==> config.mk <==
export PLATFORM = sky130hd
export DESIGN_NAME = ifetch_buffered
export DESIGN_NICKNAME = d
export VERILOG_FILES = /design/src/rtl/ifetch_buffered_pkg.sv /design/src/rtl/ifetch_buffered_fetch_fifo.sv /design/src/rtl/ifetch_buffered.sv
export SDC_FILE = /design/constraint.sdc
export NUM_CORES = 1
export LEC_CHECK = 0
export ABC_AREA = 0
export CAP_MARGIN = 5
export CORE_UTILIZATION = 39
export CTS_BUF_LIST = sky130_fd_sc_hd__clkbuf_8
export DETAILED_ROUTE_END_ITERATION = 12
export GPL_ROUTABILITY_DRIVEN = 0
export SYNTH_ARGS = -nofsm -noshare
export SYNTH_HDL_FRONTEND = slang
export SYNTH_SLANG_ARGS = --single-unit
==> constraint.sdc <==
create_clock -name clk -period 3.3 [get_ports clk]
set_input_delay 0.66 -clock clk [delete_from_list [all_inputs] [get_ports clk]]
set_output_delay 0.66 -clock clk [all_outputs]
set_load 0.03 [all_outputs]
==> src/rtl/ifetch_buffered_pkg.sv <==
// Shared defaults for the buffered instruction-fetch stage.
package ifetch_buffered_pkg;

  localparam int unsigned WORD_DEFAULT      = 32;
  localparam int unsigned INSTR_LEN_DEFAULT = 32;
  localparam int unsigned DEPTH_DEFAULT     = 4;
  localparam logic [31:0] RESET_PC_DEFAULT  = 32'h0000_0000;
  localparam int unsigned PC_STEP_DEFAULT   = 4;

  function automatic int unsigned count_width(input int unsigned depth);
    return $clog2(depth + 1);
  endfunction

endpackage

==> src/rtl/ifetch_buffered_fetch_fifo.sv <==
// fetch_fifo: synchronous FIFO of {pc, instr} entries with push, pop, flush and occupancy status.
module fetch_fifo
  import ifetch_buffered_pkg::*;
#(
  parameter int unsigned WIDTH = 64,
  parameter int unsigned DEPTH = DEPTH_DEFAULT,
  localparam int unsigned CW   = count_width(DEPTH),
  localparam int unsigned PW   = $clog2(DEPTH)
) (
  input  logic             clk,
  input  logic             reset,
  input  logic             push,
  input  logic [WIDTH-1:0] push_data,
  input  logic             pop,
  input  logic             flush,
  output logic [WIDTH-1:0] head_data,
  output logic [CW-1:0]    count,
  output logic             full,
  output logic             empty
);

  logic [WIDTH-1:0] mem_q [DEPTH];
  logic [PW-1:0]    wr_ptr_q, rd_ptr_q;
  logic [CW-1:0]    count_q, count_d;
  logic             do_push, do_pop;

  assign full  = (count_q == CW'(DEPTH));
  assign empty = (count_q == '0);
  assign count = count_q;

  // A pop frees the head in the same cycle, so push-while-full is fine alongside it.
  assign do_push = push & (~full | pop);
  assign do_pop  = pop & ~empty;

  always_comb begin
    count_d = count_q;
    if (do_push && !do_pop) begin
      count_d = count_q + CW'(1);
    end else if (do_pop && !do_push) begin
      count_d = count_q - CW'(1);
    end
  end

  // Storage is reset so the head reads as zero coming out of reset.
  always_ff @(posedge clk or negedge reset) begin
    if (!reset) begin
      for (int i = 0; i < int'(DEPTH); i++) begin
        mem_q[i] <= '0;
      end
      wr_ptr_q <= '0;
      rd_ptr_q <= '0;
      count_q  <= '0;
    end else begin
      if (do_push) begin
        mem_q[wr_ptr_q] <= push_data;
      end
      if (flush) begin
        wr_ptr_q <= '0;
        rd_ptr_q <= '0;
        count_q  <= '0;
      end else begin
        if (do_push) wr_ptr_q <= wr_ptr_q + PW'(1);
        if (do_pop)  rd_ptr_q <= rd_ptr_q + PW'(1);
        count_q <= count_d;
      end
    end
  end

  assign head_data = mem_q[rd_ptr_q];

endmodule

==> src/rtl/ifetch_buffered.sv <==
// Buffered sequential instruction fetch with redirect flush; optional perf counters
// are built when IFETCH_PERF_EN is defined.
module ifetch_buffered
  import ifetch_buffered_pkg::*;
#(
  parameter int unsigned         WORD      = WORD_DEFAULT,
  parameter int unsigned         INSTR_LEN = INSTR_LEN_DEFAULT,
  parameter int unsigned         DEPTH     = DEPTH_DEFAULT,
  parameter logic [WORD-1:0]     RESET_PC  = WORD'(RESET_PC_DEFAULT),
  parameter int unsigned         PC_STEP   = PC_STEP_DEFAULT
) (
  input  logic                 clk,
  input  logic                 reset,
  input  logic                 redirect,
  input  logic [WORD-1:0]      redirect_pc,
  output logic                 imem_req,
  output logic [WORD-1:0]      imem_addr,
  input  logic [INSTR_LEN-1:0] imem_rdata,
  output logic                 out_valid,
  input  logic                 out_ready,
  output logic [INSTR_LEN-1:0] out_instr,
  output logic [WORD-1:0]      out_pc,
  output logic [WORD-1:0]      out_pc_next
`ifdef IFETCH_PERF_EN
  ,
  output logic [31:0]          perf_fetched,
  output logic [31:0]          perf_stall
`endif
);

  localparam int unsigned CW = count_width(DEPTH);
  localparam int unsigned EW = WORD + INSTR_LEN;
  localparam logic [CW:0] OCC_LIMIT = (CW + 1)'(DEPTH);
  localparam logic [WORD-1:0] STEP = WORD'(PC_STEP);

  logic [WORD-1:0] fetch_pc_q, fetch_pc_d;
  logic [WORD-1:0] inflight_pc_q;
  logic            inflight_q;
  logic            issue, push, pop;
  logic [CW-1:0]   count;
  logic            full, empty;
  logic [CW:0]     occupancy;
  logic [EW-1:0]   head;

  // Reserve a slot for the outstanding response so it can never overflow the FIFO.
  assign occupancy = {1'b0, count} + {{CW{1'b0}}, inflight_q};
  assign issue     = reset & ~redirect & ~full & (occupancy < OCC_LIMIT);

  assign imem_req  = issue;
  assign imem_addr = fetch_pc_q;

  // The response arriving in a redirect cycle belongs to the old path.
  assign push = inflight_q & ~redirect;
  assign pop  = out_valid & out_ready;

  always_comb begin
    fetch_pc_d = fetch_pc_q;
    if (redirect) begin
      fetch_pc_d = redirect_pc;
    end else if (issue) begin
      fetch_pc_d = fetch_pc_q + STEP;
    end
  end

  always_ff @(posedge clk or negedge reset) begin
    if (!reset) begin
      fetch_pc_q    <= RESET_PC;
      inflight_q    <= 1'b0;
      inflight_pc_q <= '0;
    end else begin
      fetch_pc_q <= fetch_pc_d;
      inflight_q <= issue;
      if (issue) begin
        inflight_pc_q <= fetch_pc_q;
      end
    end
  end

  fetch_fifo #(
    .WIDTH (EW),
    .DEPTH (DEPTH)
  ) u_fetch_fifo (
    .clk       (clk),
    .reset     (reset),
    .push      (push),
    .push_data ({inflight_pc_q, imem_rdata}),
    .pop       (pop),
    .flush     (redirect),
    .head_data (head),
    .count     (count),
    .full      (full),
    .empty     (empty)
  );

  assign out_valid = ~empty;
  assign out_pc    = head[EW-1:INSTR_LEN];
  assign out_instr = head[INSTR_LEN-1:0];

  // Gated by empty so the reset and idle value is zero rather than PC_STEP.
  assign out_pc_next = empty ? '0 : out_pc + STEP;

`ifdef IFETCH_PERF_EN
  logic [31:0] perf_fetched_q, perf_stall_q;

  always_ff @(posedge clk or negedge reset) begin
    if (!reset) begin
      perf_fetched_q <= '0;
      perf_stall_q   <= '0;
    end else begin
      if (pop) begin
        perf_fetched_q <= perf_fetched_q + 32'd1;
      end
      if (out_valid && !out_ready) begin
        perf_stall_q <= perf_stall_q + 32'd1;
      end
    end
  end

  assign perf_fetched = perf_fetched_q;
  assign perf_stall   = perf_stall_q;
`endif

endmodule

==> flow_summary.toml, run 1 <==
[pwr]
pwr_density_cell_nw_per_um2 = 847
clkPwrFrac_pct = 22.8
p_comb_share_pct = 42.1
intPower_mw = 10.6
seqPwrFrac_pct = 35.1
p_leak_nw = 9.17
ir_drop_uv = 412
total_power_mw = 16.8
swShare_pct = 36.9
p_sw_mw = 6.21

[placed_design]
numPortBuffers = 197
placed_area_um2 = 18300
dp_hpwl_mm = 26.5

[sta]
layout_setup_ws_ns = -0.667
finClkSkew_ns = 0.0269
rsz0062_at_grt = "true"
max_freq_ghz = 0.252
tightest_slew_ns = 1.11
fin_crit_ns = 3.97
hold_violations = 0
worst_slew_margin_rel_pct = 25.7
finalCritPeriodShare_pct = 120
slew_viol_final = 0
setup_violations = 25

[synth]
synthAdderAreaFrac_pct = 0.624
synth_compound_area_share_pct = 4.40
syn_avg_cell_area_um2 = 13.2
ys_types = 51
async_flop_share_pct = 100
synth_nets = 1228
synthCells = 1153
synthMuxAreaShare_pct = 28.8
synth_area_um2 = 15200
yosysWarnings = 0
ys.flop_type = "dfrtp_1"
synth_xor_area_share_pct = 0.805
ys_seq_area_share_pct = 53.9
synth_edf_count = 0
ys_ff_latch = 328
synth_top_family_by_area = "multiplexers"
synth-simple-area-share_pct = 9.25

[critical_path]
cp.required_ns = 2.64
crit_type = "flop to output pin"
end_kind = "output pin"
start_kind = "flop"
crit_arrival_ns = 3.31
critPathMaxFanout = 10

[clock_tree]
tritoncts = "yes"
clock_sinks = 328
ctsLongestPathBuffers = 3
clk_pin_slew_ns = 0.06
numCtsBuffers = 56
clock_latency_ns = 0.62
cts_root_buf = "clkbuf_8"
htreeDepth = 2

[floorplanning]
core_um2 = 38600
die_x_um = 200
dieArea_um2 = 39900
rows = 72
start_util_pct = 39.5
ios = 198
die_height_um = 200

[routing]
totalWireLength_mm = 41.2
vias_per_cell = 5.35
drcViolationCount = 0
ant_nets = 0
wire_per_inst_um = 20.8
vias = 10621
drtPass1Iterations = 4
drtIter0Drc = 420

[run_status]
violations = "setup timing"
status = "complete, but fails checks"

[final_layout]
final_area_um2 = 19900
mostFrequentLayoutCells = "dfrtp_1 (326), mux2_2 (258), nand2_1 (148), clkdlybuf4s50_1 (106), buf_4 (81)"
final_layout_size_suffix_gt1_share_pct = 40.1
final_util_pct = 51.5
syn_to_final_growth_pct = 30.4
mostFrequentLayoutCell = "dfrtp_1"
nNetsFinal = 1494

[grt]
grt_first_pass_wirelength_mm = 64.3
antenna_found_initial = 3
track_usage_pct = 21.3
grt_pass1_vias = 11129
overflow = 0
grt_max_degree = 166

[run]
cap_violations = 0

[hold_path]
hp-class = "input port to asynchronous set/reset pin"
power groups by stage:
stage	combinational, mW	clock, mW	sequential, mW
floorplan	4.45	0	5.78
finish	7.09	3.84	5.91
detailed placement	7.08	0	6.01
global placement	6.99	0	5.96
CTS	7.09	3.97	5.90
global route	7.55	4.14	6.07
layer usage:
layer | vias up | global-route usage [%] | part of all wire (%)
met3 | 68 | 4.10 | 5.0
li1 | 4803 | - | -
met2 | 260 | 35.4 | 49
met4 | 0 | 6.16 | 1.9
met1 | 5490 | 28.3 | 44
met5 | - | 0 | 0
stage by stage:
step                      TNS (ns)  std cells  hold slack (ns)  setup slack, ns
after floorplan             -0.136       1153            0.364          -0.0843
after global placement      -0.268       1869            0.482          -0.0571
after detailed placement    -0.473       1869            0.487          -0.0903
after CTS                   -11.26       1977           0.0569           -0.717
after global routing        -12.54       1984           0.0804           -0.776
final                        -9.59       1986           0.0924           -0.667
critical path, cell delays in order, from the launching register on:
cell and delay, ns:
dfrtp_4 0.50, buf_8 0.17, mux4_2 0.42, ha_4 0.16, nand3_4 0.07, or4_4 0.59, or4_4 0.47, a21oi_4 0.14
buf_6 0.14
what timing repair did:
action	in CTS	in global routing
buffers inserted	5	4
endpoints found under the setup margin	96	38
hold buffers	0	0
gates cloned	1	0
resized for setup	111	20
pin swaps	9	14
synthesized netlist by cell type, drive strengths merged (2+ instances only):
| library cell | number | area (um2) |
|---|---|---|
| nor3 | 7 | 35.0 |
| nor2 | 25 | 93.8 |
| inv | 10 | 37.5 |
| nand4 | 11 | 75.1 |
| nand2 | 153 | 574 |
| buf | 19 | 114 |
| and4 | 5 | 43.8 |
| or3 | 10 | 62.6 |
| xor2 | 6 | 52.6 |
| xnor2 | 8 | 70.1 |
| ha | 6 | 75.1 |
| or3b | 2 | 17.5 |
| o211ai | 8 | 60.1 |
| or2 | 2 | 12.5 |
| a21oi | 22 | 110 |
| clkbuf | 51 | 191 |
| and2 | 8 | 50.1 |
| a31o | 4 | 35.0 |
| mux2 | 258 | 2910 |
| o31ai | 6 | 45.0 |
| mux4 | 64 | 1440 |
| nand3 | 29 | 150 |
| o311ai | 10 | 87.6 |
| dfrtp | 328 | 8210 |
| and3 | 11 | 68.8 |
| a31oi | 8 | 50.1 |
| a211oi | 2 | 15.0 |
| a221o | 7 | 70.1 |
| or4 | 10 | 78.8 |
| nand2b | 4 | 25.0 |
| nor4 | 11 | 68.8 |
| mux2i | 4 | 40.0 |
| o21ai | 31 | 155 |
| nor3b | 5 | 37.5 |
final cells by class:
type	instances	area, um2
Sequential cell	328	8220
Antenna cell	5	12.5
Tap cell	518	648
Timing Repair Buffer	277	2690
Clock buffer	76	1050
Inverter	11	41.3
Multi-Input combinational cell	745	7060
Fill cell	3455	18700
Clock inverter	26	156
cell families (layout without fill, tap and decap cells):
group           Yosys count  in the layout
other cells               0              5
simple gates            295            296
buf+inv                  81            390
flops                   328            328
fa+ha+maj                 7              7
compound gates          102            102
xor+xnor                 14             14
mux                     326            326
state kept, by name, summed over array words and instances, names as in the netlist:
name                   cells
inflight_q                 1
u_fetch_fifo.rd_ptr_q      2
u_fetch_fifo.mem_q       256
imem_addr                 32
u_fetch_fifo.count         3
inflight_pc_q             32
u_fetch_fifo.wr_ptr_q      2
path summary, 6_finish.rpt:
kind / start / endpoint / slack, ns / cells after the start
setup / recovery: u_fetch_fifo.rd_ptr_q[0] / out_pc_next[30] / -0.67 / 8
hold / removal: reset / inflight_pc_q[19] / 0.09 / 2
setup reg to reg: u_fetch_fifo.count[1] / imem_addr[5] / 0.55 / 7
hold reg to reg: u_fetch_fifo.mem_q[82] / u_fetch_fifo.mem_q[82] / 0.50 / 1
max in group asynchronous: reset / u_fetch_fifo.mem_q[223] / 1.93 / 3
min in group clk: u_fetch_fifo.mem_q[82] / u_fetch_fifo.mem_q[82] / 0.50 / 1
(Power assumes the default switching activity.)
==> inputs of run 2 (changes only) <==
--- a/config.mk
+++ b/config.mk
@@ -11,6 +11,7 @@
 export CTS_BUF_LIST = sky130_fd_sc_hd__clkbuf_8
 export DETAILED_ROUTE_END_ITERATION = 12
 export GPL_ROUTABILITY_DRIVEN = 0
+export PLACE_DENSITY_LB_ADDON = 0.1
 export SYNTH_ARGS = -nofsm -noshare
 export SYNTH_HDL_FRONTEND = slang
 export SYNTH_SLANG_ARGS = --single-unit
==> run 2 against run 1 <==
The flow still finishes with violations (setup timing). Utilization increased by 0.21 points. Sequential power about the same. First-iteration DRC count decreased by 17%. Combinational power increased by 3.7%. Via count increased by 0.95%. Maximum frequency decreased by 0.36%. Clock skew decreased by 0.0041 ns. Flip-flop and latch count unchanged. Critical path type unchanged. Largest cell class unchanged.
==> flow_summary.toml, run 2 (same netlist as run 1, synthesis figures left out) <==
[floorplanning]
die_height_um = 200
die_x_um = 200
ios = 198
rows = 72
core_um2 = 38600
start_util_pct = 39.5
dieArea_um2 = 39900

[placed_design]
dp_hpwl_mm = 27.9
placed_cells = 1885
numPortBuffers = 197
pre_cts_ws_ns = -0.0764
placed_area_um2 = 18400

[critical_path]
critPathMaxFanout = 7
reg2reg_depth = 7
end_kind = "output pin"
reg2reg_slack_ns = 0.57
crit_type = "flop to output pin"
cp.required_ns = 2.64
crit_arrival_ns = 3.32
start_kind = "flop"
r2r_end = "imem_addr[5]"
rr_startpoint = "u_fetch_fifo.count[1]"

[sta]
slew_viol_final = 0
max_freq_ghz = 0.251
finalCritPeriodShare_pct = 121
worst_slew_margin_rel_pct = 29.3
fin_crit_ns = 3.98
rsz0062_at_grt = "true"
finClkSkew_ns = 0.0229
setup_violations = 43
whs_ns = 0.140
tightest_slew_ns = 1.06
layout_setup_ws_ns = -0.681
fin_tns_setup_ns = -16.81
hold_violations = 0

[final_layout]
multiInputGateArea_um2 = 7070
layoutNonFillerInstCount = 2000
final_util_pct = 51.8
largest_reg_flops = 256
final_layout_size_suffix_gt1_share_pct = 42.3
mostFrequentLayoutCells = "dfrtp_1 (326), mux2_2 (258), nand2_1 (146), clkdlybuf4s50_1 (120), buf_4 (104)"
mostFrequentLayoutCell = "dfrtp_1"
final_area_um2 = 20000
nNetsFinal = 1521
nFillCells = 3520
syn_to_final_growth_pct = 31.0
register_area_um2 = 8220
largest-register = "u_fetch_fifo.mem_q"

[clock_tree]
cts_root_buf = "clkbuf_8"
tritoncts = "yes"
clock_latency_ns = 0.63
clock_sinks = 328
cts_hold_buffers = 0
ctsLongestPathBuffers = 3
htreeDepth = 2
clk_pin_slew_ns = 0.06
numCtsBuffers = 58

[pwr]
pwr_density_cell_nw_per_um2 = 848
ir_drop_uv = 524
total_power_mw = 16.9
p_leak_nw = 9.16

[routing]
vias = 10722
vias_per_cell = 5.36
wl_met3_mm = 2.24
drcViolationCount = 0
route.met2.wl_mm = 20.2
drtPass1Iterations = 4
top_layer = "met5"
wire_per_inst_um = 21.2
totalWireLength_mm = 42.5
drtIter0Drc = 349
ant_nets = 0
wirelength_met1_mm = 18.9

[run]
cap_violations = 0

[hold_path]
hp-class = "input port to asynchronous set/reset pin"

[grt]
grt_max_degree = 144
grt_first_pass_wirelength_mm = 65.8
overflow = 0
track_usage_pct = 22.1
grt_pass1_vias = 11149
antenna_found_initial = 6

[run_status]
violations = "setup timing"
status = "complete, but fails checks"
==> run 2: worst max-delay path by stage <==
stage                      endpoint  cells after the start                      from
finish              out_pc_next[31]                      7  u_fetch_fifo.rd_ptr_q[0]
global route        out_pc_next[31]                      7  u_fetch_fifo.rd_ptr_q[0]
CTS                 out_pc_next[31]                      7  u_fetch_fifo.rd_ptr_q[0]
detailed placement  out_pc_next[18]                      8  u_fetch_fifo.rd_ptr_q[0]
global placement    out_pc_next[18]                      8  u_fetch_fifo.rd_ptr_q[0]
floorplan           out_pc_next[28]                      9  u_fetch_fifo.rd_ptr_q[0]
==> run 2: repair_timing <==
action	CTS	global route
gates cloned	0	0
setup buffers	13	6
endpoints found under the setup margin	84	69
resized for setup	110	43
pin swaps	17	9
==> run 2: per-layer routing <==
metal / track usage [%] / vias to the layer above
li1: - / 4840
met3: 4.64 / 74
met4: 7.66 / 4
met5: 0 / -
met1: 30.0 / 5535
met2: 35.0 / 269
==> run 2: critical path, stage by stage (launching register included) <==
cell	delay [ns]
dfrtp_4	0.56
buf_12	0.18
mux4_2	0.38
nand4_4	0.12
or4_4	0.62
or4_4	0.53
a21oi_4	0.14
buf_6	0.14
==> run 2: cell type report <==
type	instances	area share, %
Clock buffer	75	5.17
Multi-Input combinational cell	744	35.4
Inverter	11	0.207
Antenna cell	3	0.0376
Timing Repair Buffer	303	14.4
Tap cell	518	3.25
Clock inverter	18	0.376
Sequential cell	328	41.2
==> run 2: report_power, final <==
group | internal (mW) | switching (mW) | leakage [nW]
registers | 5.17 | 0.773 | 4.27
logic | 3.48 | 3.87 | 4.27
clock network | 2.00 | 1.64 | 0.626
total | 10.6 | 6.28 | 9.16
==> inputs of run 3 (changes only) <==
--- a/config.mk
+++ b/config.mk
@@ -5,11 +5,13 @@
 export SDC_FILE = /design/constraint.sdc
 export NUM_CORES = 1
 export LEC_CHECK = 0
-export ABC_AREA = 0
+export ABC_AREA = 1
 export CAP_MARGIN = 5
+export CORE_MARGIN = 3
 export CORE_UTILIZATION = 39
 export CTS_BUF_LIST = sky130_fd_sc_hd__clkbuf_8
 export DETAILED_ROUTE_END_ITERATION = 12
+export DONT_BUFFER_PORTS = 1
 export GPL_ROUTABILITY_DRIVEN = 0
 export PLACE_DENSITY_LB_ADDON = 0.1
 export SYNTH_ARGS = -nofsm -noshare
==> run 3 against run 2 <==
The flow finishes with violations (hold timing, setup timing). Total power is 7.0% higher. Cell area is 1.1% higher. Non-clock buffer count is 141 lower. Worst hold slack worse by 0.40 ns. First-iteration DRC count is 140% higher. Maximum frequency is 14% higher. Synthesized cell count is 59% higher. Clock power is 4% higher. Register-to-register slack better by 0.26 ns. Global-route usage is 0.78 points lower. Setup slack better by 0.49 ns.
==> flow_summary.toml, run 3 <==
[run_status]
status = "complete, but fails checks"
violations = "hold timing, setup timing"

[sta]
setup_violations = 25
tightest_slew_ns = 1.11
worst_slew_margin_rel_pct = 26.0
slew_viol_final = 0
hold_violations = 328
max_freq_ghz = 0.287
rsz0062_at_grt = "true"
finClkSkew_ns = 0.0211
whs_ns = -0.259
layout_setup_ws_ns = -0.190
finalCritPeriodShare_pct = 106
fin_crit_ns = 3.49

[routing]
ant_nets = 0
totalWireLength_mm = 48.6
drtIter0Drc = 833
top_layer = "met4"
drtPass1Iterations = 6
wire_per_inst_um = 19.1
wirelength_met1_mm = 23.5
drcViolationCount = 0
route.met2.wl_mm = 21.8
vias = 13217
vias_per_cell = 5.20
wl_met3_mm = 2.28

[synth]
synth_area_um2 = 16600
syn_avg_cell_area_um2 = 9.04
synth_area_leaders = "dfrtp_1 (49%), mux2_2 (16%), nand2_1 (11%)"
synth_nets = 1911
synth_area_leader_cell = "dfrtp_1"
synth_common_cells = "nand2_1 (488), dfrtp_1 (328), mux2_2 (229), nor2_1 (178), o21ai_0 (161)"
yosysWarnings = 0
ys_types = 44
ys_ff_latch = 328
synth_top_area_share_pct = 49.4
ys_seq_area_share_pct = 49.4
yosysMostFrequentCell = "nand2_1"
synthCells = 1836
synth_edf_count = 0
async_flop_share_pct = 100
ys.flop_type = "dfrtp_1"

[clock_tree]
tritoncts = "yes"
cts_root_buf = "clkbuf_8"
htreeDepth = 2
clock_sinks = 328
clk_pin_slew_ns = 0.06
ctsLongestPathBuffers = 3
clock_latency_ns = 0.62
numCtsBuffers = 59

[grt]
track_usage_pct = 21.3
grt_max_degree = 330
overflow = 0
grt_first_pass_wirelength_mm = 75.1
grt_pass1_vias = 12979
antenna_found_initial = 0

[pwr]
clkPwrFrac_pct = 20.9
total_power_mw = 18.1
p_leak_nw = 9.47
ir_drop_uv = 448
p_sw_mw = 7.69
intPower_mw = 10.4
swShare_pct = 42.5
pwr_density_cell_nw_per_um2 = 898
seqPwrFrac_pct = 34.9
p_comb_share_pct = 44.2

[critical_path]
crit_type = "flop to output pin"
reg2reg_depth = 10
critPathMaxFanout = 8
critPathLaunch = "u_fetch_fifo.rd_ptr_q[0]"
r2r_end = "imem_addr[30]"
start_kind = "flop"
cp.required_ns = 2.64
crit_end = "out_pc_next[10]"
reg2reg_slack_ns = 0.83
rr_startpoint = "imem_addr[3]"
crit_arrival_ns = 2.83
end_kind = "output pin"

[floorplanning]
die_x_um = 212
start_util_pct = 40.0
dieArea_um2 = 45100
core_um2 = 41500
die_height_um = 212
ios = 198
rows = 74

[final_layout]
nFillCells = 3988
final_area_um2 = 20200
syn_to_final_growth_pct = 21.5
multiInputGateArea_um2 = 8170
final_util_pct = 48.6
mostFrequentLayoutCell = "nand2_1"
final_layout_size_suffix_gt1_share_pct = 32.5
register_area_um2 = 8210
largest_reg_flops = 256
largest-register = "u_fetch_fifo.mem_q"
nNetsFinal = 2040
num_antenna_cells = 0
mostFrequentLayoutCells = "nand2_1 (408), dfrtp_1 (326), mux2_2 (229), o21ai_0 (155), nor2_1 (135)"

[placed_design]
numPortBuffers = 0
dp_hpwl_mm = 31.3
placed_area_um2 = 17800
pre_cts_ws_ns = 0.148

[run]
cap_violations = 0

[hold_path]
hp-class = "input port to asynchronous set/reset pin"
## run 3: final cells by class
cell class | instances | area share, %
Clock buffer | 76 | 5.19
Clock inverter | 29 | 0.726
Inverter | 107 | 2.09
Multi-Input combinational cell | 1307 | 40.5
Sequential cell | 328 | 40.7
Tap cell | 532 | 3.30
Timing Repair Buffer | 162 | 7.46
## run 3: kinds of logic after synthesis
group,share of synthesized area (%)
compound gates,8.05
xor+xnor,0.897
fa+ha+maj,0.573
buf+inv,5.40
flops,49.4
mux,15.5
simple gates,20.1
## run 3: power groups by stage
stage               clock, mW  combinational [mW]  sequential, mW
floorplan                   0                4.88            5.95
finish                   3.79                8.00            6.31
global route             4.11                8.65            6.47
detailed placement          0                7.03            6.35
CTS                      3.93                7.57            6.28
global placement            0                6.97            6.32
## run 3: stage by stage
stage / hold slack [ns] / cells / TNS (ns)
2_1_floorplan: 0.364 / 1836 / 0
3_3_place_gp: 0.381 / 2395 / 0
3_5_place_dp: 0.379 / 2395 / 0
4_1_cts: -0.317 / 2524 / -3.94
5_1_grt: -0.298 / 2541 / -7.86
6_report: -0.259 / 2541 / -3.32
## run 3: repair_timing
item,in CTS,in global routing
gates resized for setup,111,128
pin swaps,27,55
hold endpoints to repair,328,328
gates cloned,3,2
setup endpoints to repair,61,31
buffers inserted,21,16
## run 3: layer usage
layer,GRT usage [%],vias to the layer above
li1,-,6338
met1,31.2,6497
met2,32.3,313
met3,3.78,69
met4,6.47,0
met5,0,-
## run 3: how the worst min path moves through the flow
stage | from | slack (ns) | cells after the start | end
2_1_floorplan | reset | 0.36 | 0 | imem_addr[0]
3_3_place_gp | reset | 0.38 | 0 | u_fetch_fifo.mem_q[22]
3_5_place_dp | reset | 0.38 | 0 | u_fetch_fifo.mem_q[156]
4_1_cts | reset | -0.32 | 0 | u_fetch_fifo.mem_q[156]
5_1_grt | reset | -0.30 | 0 | u_fetch_fifo.mem_q[214]
6_report | reset | -0.26 | 0 | u_fetch_fifo.mem_q[215]
## run 3: critical path, cell delays in order, from the launching register on
cell,delay (ns)
dfrtp_4,0.56
clkinv_8,0.12
buf_6,0.10
nand2_4,0.04
nand2_2,0.08
nand2_2,0.05
nand2_2,0.10
ha_4,0.15
inv_4,0.05
nor2_4,0.14
nand2_4,0.09
nor2_4,0.19
buf_4,0.14
o21ai_0,0.06
a21oi_1,0.17
buf_4,0.18
